**src/rtl/adat_frame_deserializer.sv**
```systemverilog
// rtl/adat_frame_deserializer.sv - ADAT frame to circular I2S-layout bit buffer writer
//
// Purpose: accepts decoded ADAT bits, writes each 256-bit frame into a circular
// bit-addressed RAM as 8 x 32-bit slots (24 data bits MSB-first + 8 zero pads),
// commits error-free frames and drives the transmitter resync request.
//
// Ports:
//   clk_x4_i              clock, 4x the ADAT bit rate
//   rst_n_i               synchronous active-low reset
//   bit_valid_i           one-cycle strobe per decoded bit
//   bit_i                 bit value, qualified by bit_valid_i
//   sync_i                marks frame bit 10 (end of the sync run)
//   lock_i                upstream decoder locked
//   ram_write_addr_o      RAM bit address {frame, channel, bit}
//   ram_write_data_o      RAM bit value
//   ram_wr_en_o           RAM write enable
//   last_good_frame_idx_o index of the last committed frame
//   resync_req_o          transmitter must resynchronise
//   frame_error_o         one-cycle pulse when a frame is discarded
module adat_frame_deserializer #(
  parameter int CIRC_BUF_BITS    = 3,
  parameter int BAD_FRAME_LIMIT  = 2,
  parameter int GOOD_FRAME_LIMIT = 4
) (
  input  logic                       clk_x4_i,
  input  logic                       rst_n_i,
  input  logic                       bit_valid_i,
  input  logic                       bit_i,
  input  logic                       sync_i,
  input  logic                       lock_i,
  output logic [CIRC_BUF_BITS+7:0]   ram_write_addr_o,
  output logic                       ram_write_data_o,
  output logic                       ram_wr_en_o,
  output logic [CIRC_BUF_BITS-1:0]   last_good_frame_idx_o,
  output logic                       resync_req_o,
  output logic                       frame_error_o
);

  localparam logic [7:0] BAD_LIM  = 8'(BAD_FRAME_LIMIT);
  localparam logic [7:0] GOOD_LIM = 8'(GOOD_FRAME_LIMIT);
  localparam logic [CIRC_BUF_BITS-1:0] FRAME_ONE = CIRC_BUF_BITS'(1);

  typedef enum logic {ST_HUNT, ST_RECEIVE} state_t;

  state_t                      r_state;
  state_t                      w_state_nxt;
  logic [7:0]                  r_bit_cnt;
  logic [CIRC_BUF_BITS-1:0]    r_wr_frame;
  logic [3:0]                  r_pad_cnt;
  logic [2:0]                  r_pad_idx;
  logic [2:0]                  r_pad_chan;
  logic                        r_frame_bad;
  logic                        r_commit_pend;
  logic [7:0]                  r_good_cnt;
  logic [7:0]                  r_bad_cnt;

  logic [7:0] w_idx, w_off, w_rem;
  logic [2:0] w_chan, w_grp, w_pos;
  logic [4:0] w_k;
  logic       w_in_chan, w_is_sep, w_is_data;
  logic       w_accept, w_sync_err, w_data_wr, w_pad_wr, w_commit;
  logic [7:0] w_good_inc, w_bad_inc;

  // r_bit_cnt holds the index of the last accepted bit, so the incoming
  // bit is r_bit_cnt+1 (wrapping 255 -> 0 between frames).
  always_comb begin
    w_idx     = r_bit_cnt + 8'd1;
    w_off     = w_idx - 8'd16;
    w_in_chan = (w_idx >= 8'd16);
    // Channel slot is 30 bits: 6 groups of 4 data bits + 1 separator.
    w_chan    = 3'(w_off / 8'd30);
    w_rem     = w_off - 8'(w_chan) * 8'd30;
    w_grp     = 3'(w_rem / 8'd5);
    w_pos     = 3'(w_rem - 8'(w_grp) * 8'd5);
    w_k       = {w_grp[2:0], 2'b00} + 5'(w_pos);
    w_is_sep  = (w_idx == 8'd15) || (w_in_chan && (w_pos == 3'd4));
    w_is_data = w_in_chan && (w_pos != 3'd4);

    w_accept   = bit_valid_i && lock_i && (r_state == ST_RECEIVE);
    w_sync_err = w_accept && sync_i && (w_idx != 8'd10);
    w_data_wr  = w_accept && !w_sync_err && w_is_data;
    // Pads only use strobe-free cycles so they never collide with data.
    w_pad_wr   = !bit_valid_i && lock_i && (r_state == ST_RECEIVE) && (r_pad_cnt != 4'd0);
    w_commit   = lock_i && (r_state == ST_RECEIVE) && r_commit_pend && (r_pad_cnt == 4'd0);

    w_good_inc = (r_good_cnt < GOOD_LIM) ? r_good_cnt + 8'd1 : r_good_cnt;
    w_bad_inc  = (r_bad_cnt < BAD_LIM) ? r_bad_cnt + 8'd1 : r_bad_cnt;
  end

  always_comb begin
    w_state_nxt = r_state;
    if (!lock_i) begin
      w_state_nxt = ST_HUNT;
    end else if ((r_state == ST_HUNT) && bit_valid_i && sync_i) begin
      w_state_nxt = ST_RECEIVE;
    end
  end

  always_ff @(posedge clk_x4_i) begin
    if (!rst_n_i) begin
      r_state <= ST_HUNT;
    end else begin
      r_state <= w_state_nxt;
    end
  end

  always_ff @(posedge clk_x4_i) begin
    if (!rst_n_i) begin
      r_bit_cnt             <= 8'd0;
      r_wr_frame            <= '0;
      r_pad_cnt             <= 4'd0;
      r_pad_idx             <= 3'd0;
      r_pad_chan            <= 3'd0;
      r_frame_bad           <= 1'b0;
      r_commit_pend         <= 1'b0;
      r_good_cnt            <= 8'd0;
      r_bad_cnt             <= 8'd0;
      ram_write_addr_o      <= '0;
      ram_write_data_o      <= 1'b0;
      ram_wr_en_o           <= 1'b0;
      last_good_frame_idx_o <= '0;
      resync_req_o          <= 1'b1;
      frame_error_o         <= 1'b0;
    end else begin
      ram_wr_en_o   <= 1'b0;
      frame_error_o <= 1'b0;
      if (!lock_i) begin
        // wr_frame and the last committed index survive a lock loss.
        r_pad_cnt     <= 4'd0;
        r_commit_pend <= 1'b0;
        r_frame_bad   <= 1'b0;
        r_good_cnt    <= 8'd0;
        r_bad_cnt     <= 8'd0;
        resync_req_o  <= 1'b1;
      end else if (r_state == ST_HUNT) begin
        if (bit_valid_i && sync_i) begin
          r_bit_cnt     <= 8'd10;
          r_frame_bad   <= 1'b0;
          r_pad_cnt     <= 4'd0;
          r_commit_pend <= 1'b0;
        end
      end else if (w_sync_err) begin
        // Early sync: abandon this frame and restart in the same slot.
        frame_error_o <= 1'b1;
        r_pad_cnt     <= 4'd0;
        r_bit_cnt     <= 8'd10;
        r_frame_bad   <= 1'b0;
        r_commit_pend <= 1'b0;
        r_bad_cnt     <= w_bad_inc;
        r_good_cnt    <= 8'd0;
        if (w_bad_inc >= BAD_LIM) resync_req_o <= 1'b1;
      end else begin
        if (w_accept) r_bit_cnt <= w_idx;
        if (w_accept && w_is_sep && !bit_i) r_frame_bad <= 1'b1;
        if (w_accept && (w_idx == 8'd255)) r_commit_pend <= 1'b1;

        if (w_data_wr) begin
          ram_wr_en_o      <= 1'b1;
          ram_write_addr_o <= {r_wr_frame, w_chan, w_k};
          ram_write_data_o <= bit_i;
          if (w_k == 5'd23) begin
            r_pad_cnt  <= 4'd8;
            r_pad_idx  <= 3'd0;
            r_pad_chan <= w_chan;
          end
        end else if (w_pad_wr) begin
          ram_wr_en_o      <= 1'b1;
          ram_write_addr_o <= {r_wr_frame, r_pad_chan, 2'b11, r_pad_idx};
          ram_write_data_o <= 1'b0;
          r_pad_cnt        <= r_pad_cnt - 4'd1;
          r_pad_idx        <= r_pad_idx + 3'd1;
        end

        if (w_commit) begin
          r_commit_pend <= 1'b0;
          r_frame_bad   <= 1'b0;
          if (!r_frame_bad) begin
            last_good_frame_idx_o <= r_wr_frame;
            r_wr_frame            <= r_wr_frame + FRAME_ONE;
            r_good_cnt            <= w_good_inc;
            r_bad_cnt             <= 8'd0;
            if (w_good_inc >= GOOD_LIM) resync_req_o <= 1'b0;
          end else begin
            // Slot is reused, so the bad frame is simply overwritten.
            frame_error_o <= 1'b1;
            r_bad_cnt     <= w_bad_inc;
            r_good_cnt    <= 8'd0;
            if (w_bad_inc >= BAD_LIM) resync_req_o <= 1'b1;
          end
        end
      end
    end
  end

endmodule

```
**config.mk**
```make
export PLATFORM = sky130hd
export DESIGN_NAME = adat_frame_deserializer
export DESIGN_NICKNAME = d
export VERILOG_FILES = /design/src/rtl/adat_frame_deserializer.sv
export SDC_FILE = /design/constraint.sdc
export NUM_CORES = 1
export LEC_CHECK = 0
export ABC_AREA = 1
export CAP_MARGIN = 30
export CORE_MARGIN = 3
export CORE_UTILIZATION = 50
export CTS_CLUSTER_DIAMETER = 80
export DETAILED_ROUTE_END_ITERATION = 10
export GPL_ROUTABILITY_DRIVEN = 0
export GPL_TIMING_DRIVEN = 0
export HOLD_SLACK_MARGIN = 0.06
export MAX_ROUTING_LAYER = met4
export PLACE_DENSITY = 0.67
export SYNTH_ARGS = -nofsm -noshare
export SYNTH_HDL_FRONTEND = slang
export SYNTH_SLANG_ARGS = --single-unit
```
**constraint.sdc**
```tcl
create_clock -name clk_x4_i -period 12.5 [get_ports clk_x4_i]
set_clock_uncertainty 0.1 [all_clocks]
set_input_delay 3.125 -clock clk_x4_i [delete_from_list [all_inputs] [get_ports clk_x4_i]]
set_output_delay 3.125 -clock clk_x4_i [all_outputs]
set_load 0.005 [all_outputs]
```
; ---- After elaboration in Yosys (flattened, before gate mapping)
; Index checks and enable logic that the tools add are counted.
; W data, S select, Z words.
[totals]
ff_bits = 58
in_bits = 6
output_inout_bits = 18
elab_cells = 139
[op_classes]
eq_ne = 12
n_lt_le_gt_ge = 5
div = 2
multipliers = 2
reduce_logical = 43
muxes = 44
add_sub_neg = 10
bitwise_logic = 5
[op_table]
columns = op, count
row1 = $mux W8, 12
row2 = $add A8 B1 Y8 const B, 3
row3 = $mux W4, 6
row4 = $mux W11, 2
row5 = $mux W1, 21
row6 = $logic_and A1 B1 Y1, 20
row7 = $reduce_and A5 Y1, 3
row8 = $ne A4 B1 Y1 const B, 3
row9 = $reduce_and A3 Y1, 4
row10 = $mux W3, 3
row11 = $div A8 B3 Y8 const B, 1
row12 = $div A8 B5 Y8 const B, 1
row13 = $eq A8 B4 Y1 const B, 1
row14 = $eq A8 B8 Y1 const B, 1
row15 = $ge A8 B2 Y1 const B, 1
row16 = $ge A8 B3 Y1 const B, 1
row17 = $ge A8 B5 Y1 const B, 1
row18 = $lt A8 B2 Y1 const B, 1
row19 = $lt A8 B3 Y1 const B, 1
row20 = $ne A8 B4 Y1 const B, 1
row21 = $reduce_and A2 Y1, 4
row22 = $sub A8 B5 Y8 const B, 1
row23 = $sub A8 B8 Y8, 1
row24 = $mul A3 B4 Y7 const B, 1
row25 = 20 further kinds, 29

; ---- Logic depth before layout (Yosys ltp)
[depth]
word_depth = 17
depth_mapped = 78
mapped_depth_nobuf = 78

; ---- Worst setup path after synthesis
; No wires, ideal clock.
[synth_timing]
path_kind = register to register
from = reg r_bit_cnt[0]
to = reg r_pad_chan[1]
setup_slack_ns = 3.654
stages_incl_launch_ff = 66
period_less_slack_ns = 8.846
n_path_buf = 0
setup_ns = 0.116
required_ns = 12.284
arrival_time_ns = 8.630
cell_sequence = dfxtp_1 -> ha_1 -> nand2_1 -> nor2_1 -> nand3_1 -> nand2_2 -> nand3_2 -> o21ai_0 -> nand2_1 -> nand4_1 -> inv_1 -> nand2_1 -> nand2_1 -> inv_1 -> nand2_1 -> nand3_1 -> nand2_1 -> nand2_1 -> [... 30 more ...] -> a21oi_1 -> nand2_1 -> nand2_1 -> nand2_2 -> ha_1 -> fa_1 -> xnor2_1 -> nand3_1 -> nand2_1 -> inv_1 -> ha_1 -> ha_1 -> nor2_1 -> nand4_1 -> nor2_1 -> nand2_4 -> o21ai_1 -> a21oi_1
[synth_between]
elab_chain_cells = 12
elab_cells_between_ends = 20
classes_between = 5 x add/sub / 2 x mul / 2 x div / 1 x order compare / 3 x eq/ne / 1 x bitwise / 6 x reduce/logical
[synth_rtl]
columns = element, line
row1 = from (decl), 47  ; logic [7:0] r_bit_cnt;
row2 = from (signal assigned), 153  ; if (w_accept) r_bit_cnt <= w_idx;
row3 = $add A8 B1 Y8 (*), 67  ; w_idx = r_bit_cnt + 8'd1;
row4 = $sub A8 B5 Y8 (*), 68  ; w_off = w_idx - 8'd16;
row5 = $div A8 B5 Y8 (*), 71  ; w_chan = 3'(w_off / 8'd30);
row6 = net w_chan[1], 58  ; logic [2:0] w_chan, w_grp, w_pos;
row7 = branches (longest 9 deep; another with $sub A8 B8 Y8), --
row8 = to (signal assigned), 164  ; r_pad_chan <= w_chan;
row9 = to (decl), 51  ; logic [2:0] r_pad_chan;
; Mark *: on every way through the listed nets, which the timed path passes.
; A chain may end at the register's enable or synchronous reset.

; ---- Final worst setup path
[layout_timing]
from = reg r_bit_cnt[0]
to = reg r_pad_chan[0]
[layout_between]
elab_chain_cells = 12
elab_cells_between_ends = 20
classes_between = 5 x add/sub / 2 x mul / 2 x div / 1 x order compare / 3 x eq/ne / 1 x bitwise / 6 x reduce/logical
[layout_rtl]
columns = element, line
row1 = $add A8 B1 Y8 (*), 67
row2 = $sub A8 B5 Y8 (*), 68
row3 = $div A8 B5 Y8 (*), 71
row4 = net w_chan[1], 58
row5 = $mul A3 B4 Y7 (*), 72  ; w_rem = w_off - 8'(w_chan) * 8'd30;
row6 = $sub A8 B8 Y8 (*), 72
row7 = branches (longest 6 deep; another with $div A8 B3 Y8), --
row8 = $reduce_and A5 Y1 (no source line) (*), --
; Marks and branches as above.

==> summary.md <==
| Metric | Value |
|---|---|
| Core ar. | `around 7500 µm²` |
| Worst VDD drop | `0.0669 mV` |
| Dpl cells | `just under 700` |
| Critical path fanouts, max | `8` |
| Number of iterations in the first detailed-routing pass | `4` |
| Actual slew at the worst max-slew pin | `about 760 ps` |
| Leak Pwr | `roughly 2.1 nW` |
| Minimum clock period | `about 10000 ps` |
| Crit Path Class | `reg2reg` |
| Max stage delay on crit path | `between 600 and 700 ps` |
| Outcome | `completed` |
| H-tree levels | `3` |
| Vias/cell | `a little over 5` |
| Syn Nets | `608` |
| Top cell type by total area after synthesis | `dfxtp_1` |
| Dpl hpwl | `~7000 µm` |
| Power, Total | `approximately 0.00047 W` |
| Slowest CP cell | `o21ai_0` |
| PwrDens | `approximately 100 nW/µm²` |
| Final Util | `roughly 61%` |
| CTS Hold Bufs | `0` |
| Initial core utilization | `a little over half` |
| Initial antenna violation count | `0` |
| First-pass GRT wire length | `roughly 15000 µm` |
| Clk pin slew, worst setup/hold paths | `roughly 70 ps` |
| Crit. End Element | `flop` |
| Startpoint Class | `flop` |
| CTS sink count | `58` |
| IO Count | `24` |
| DRT Wirelength | `8740 µm` |
| Clock latency on the worst-skew pair | `around 330 ps` |
| Max Fclk | `approximately 0.098 GHz` |
| DRT antenna net count | `0` |
| Drt wl/cell | `12.3 µm` |
| Most used cell, CP | `nand2_1` |
| Gate Count Post-Synth | `about 570` |
| Final Max Slew Viols | `0` |
| Yosys warning count | `0` |
| Largest net degree at the start of global routing | `12` |
| DRC errors left | `0` |
| Setup TNS | `0 ps` |
| Root buf cell | `clkbuf_8` |
| Flop and latch count out of synthesis | `58` |
| Port bufs | `23` |
| Via count | `about 3.6k` |
| Number of max-cap violations | `0` |
| Resize count post-CTS | `0` |
| Post-synthesis sequential area ratio | `between 20% and 30%` |
| CP required | `around 13000 ps` |
| Die height | `95.4 µm` |
| Worst Hold Class | `reg2reg` |
| RSZ-0062 raised after global routing | `false` |
| Commonest non-fill, non-tap cell in the layout | `nand2_1` |
| Final setup viols | `0` |
| Postcts setup bufs | `0` |
| CTS buffer count | `9` |
| Synth Cell Area | `4000 µm²` |
| Clock Tree Buf Depth | `2` |
| Top cells by area, synth | `dfxtp_1 29%, nand2_1 12%, inv_1 8.2%` |
| Ant. Diodes | `0` |
| Hold violation count in the final report | `0` |
| Reg2reg setup slack | `2300 ps` |
| Number of flops mapped to enable cells by yosys | `0` |
| Row count | `31` |
| Share of cells above drive strength 1 | `between 10% and 20%` |
| Tcrit/Tclk final | `81.6%` |
| Synth unique cells | `41` |
| Die W | `between 90 and 100 µm` |
| Syn avg cell area | `about 7 µm²` |
| Overflow after GRT | `0` |
| Async S/R FF share, synth | `0%` |
| CTS tree | `done` |
| Area delta synth->final | `13.7%` |
| Worst slew margin | `between 40 and 50%` |
| Final Non-Filler Cells | `about 710` |
| Die area | `slightly above 9000 µm²` |
| Proportion of netlist area held by the largest area contributor | `between 20% and 30%` |
| Commonest cells after routing, fill and taps aside | `126 x nand2_1, 87 x inv_1, 58 x dfxtp_1, 52 x nor2_1, 36 x a21oi_1` |
| GRT Total Usage | `21.5%` |
| Drt initial violations | `148` |
| Most used flip-flop cell after synthesis | `dfxtp_1` |
| Number of global-route vias before repair | `~3.4k` |
| Final WS setup | `roughly 2300 ps` |
| WP data arrival | `~10000 ps` |
| Worst Setup Slack post-DPL | `between 2000 and 2500 ps` |
| Layout Nets | `around 640` |
where the power goes:
part	leakage (nW)	switching [W]	internal, W
sequential	0.467	0.000000915	0.000185
clock	0.0925	0.0000773	0.0000923
combinational	1.56	0.0000733	0.0000416
total	2.12	0.000152	0.000319
cell families (layout without fill, tap and decap cells):
family                   after synthesis  in the layout  synth area share [%]
adder cells (fa/ha/maj)               31             31                  10.6
AO/OA/AOI/OAI                         88             88                  12.8
AND/OR/NAND/NOR                      271            271                  33.2
buffers and inverters                107            146                  10.6
flip-flops                            58             58                  29.1
XOR/XNOR                              16             16                  3.69
flip-flops by register name, indices dropped and copies added (netlist names):
register and flops:
r_pad_idx 3, r_commit_pend 1, r_frame_bad 1, r_wr_frame 3, ram_write_data_o 1, r_bad_cnt 8, r_bit_cnt 8, last_good_frame_idx_o 3
r_state 1, resync_req_o 1, ram_write_addr_o 11, r_good_cnt 8, r_pad_cnt 4, ram_wr_en_o 1, r_pad_chan 3, frame_error_o 1
layout make-up:
cell class | count | area, µm²
Buffer | 7 | 45.0
Clock buffer | 10 | 128
Clock inverter | 6 | 67.6
Fill cell | 723 | 2940
Inverter | 100 | 378
Multi-Input combinational cell | 406 | 2410
Sequential cell | 58 | 1160
Tap cell | 99 | 124
Timing Repair Buffer | 23 | 230
stage by stage:
| step | hold WS [ps] | area [µm²] |
|---|---|---|
| 2_1_floorplan | 315 | 4000 |
| 3_3_place_gp | 326 | 4350 |
| 3_5_place_dp | 332 | 4350 |
| 4_1_cts | 343 | 4550 |
| 5_1_grt | 368 | 4550 |
| 6_report | 341 | 4550 |
critical path, delay by kind of cell, from the launching register on:
kind / cells / cell delay (ps)
AND/OR/NAND/NOR: 39 / 3900
buffers and inverters: 7 / 600
AO/OA/AOI/OAI: 6 / 1190
flip-flops: 1 / 580
XOR/XNOR: 3 / 550
adder cells (fa/ha/maj): 10 / 3110
path summary, 6_finish.rpt:
| path | start | endpoint | cells after the start |
|---|---|---|---|
| setup / recovery | r_bit_cnt[0] | r_pad_chan[0] | 65 |
| hold / removal | r_good_cnt[7] | r_good_cnt[7] | 2 |
| setup reg to reg | r_bit_cnt[0] | r_pad_chan[0] | 65 |
| hold reg to reg | r_good_cnt[7] | r_good_cnt[7] | 2 |
synthesized netlist by cell type (10+ instances only):
cell type and n:
a21oi_1 36, dfxtp_1 58, ha_1 26, inv_1 87
inv_2 11, nand2_1 126, nand2_2 23, nand3_1 30
nand3_2 10, nor2_1 52, o21ai_0 21
per-layer routing:
layer	vias to the layer above	GRT usage, %	wire length [µm]
met5	-	-	0
met4	0	5.33	72
met3	8	4.50	407
met2	54	33.2	3920
met1	1640	29.0	4340
li1	1887	-	-
Power figures use the tool's default switching activity.
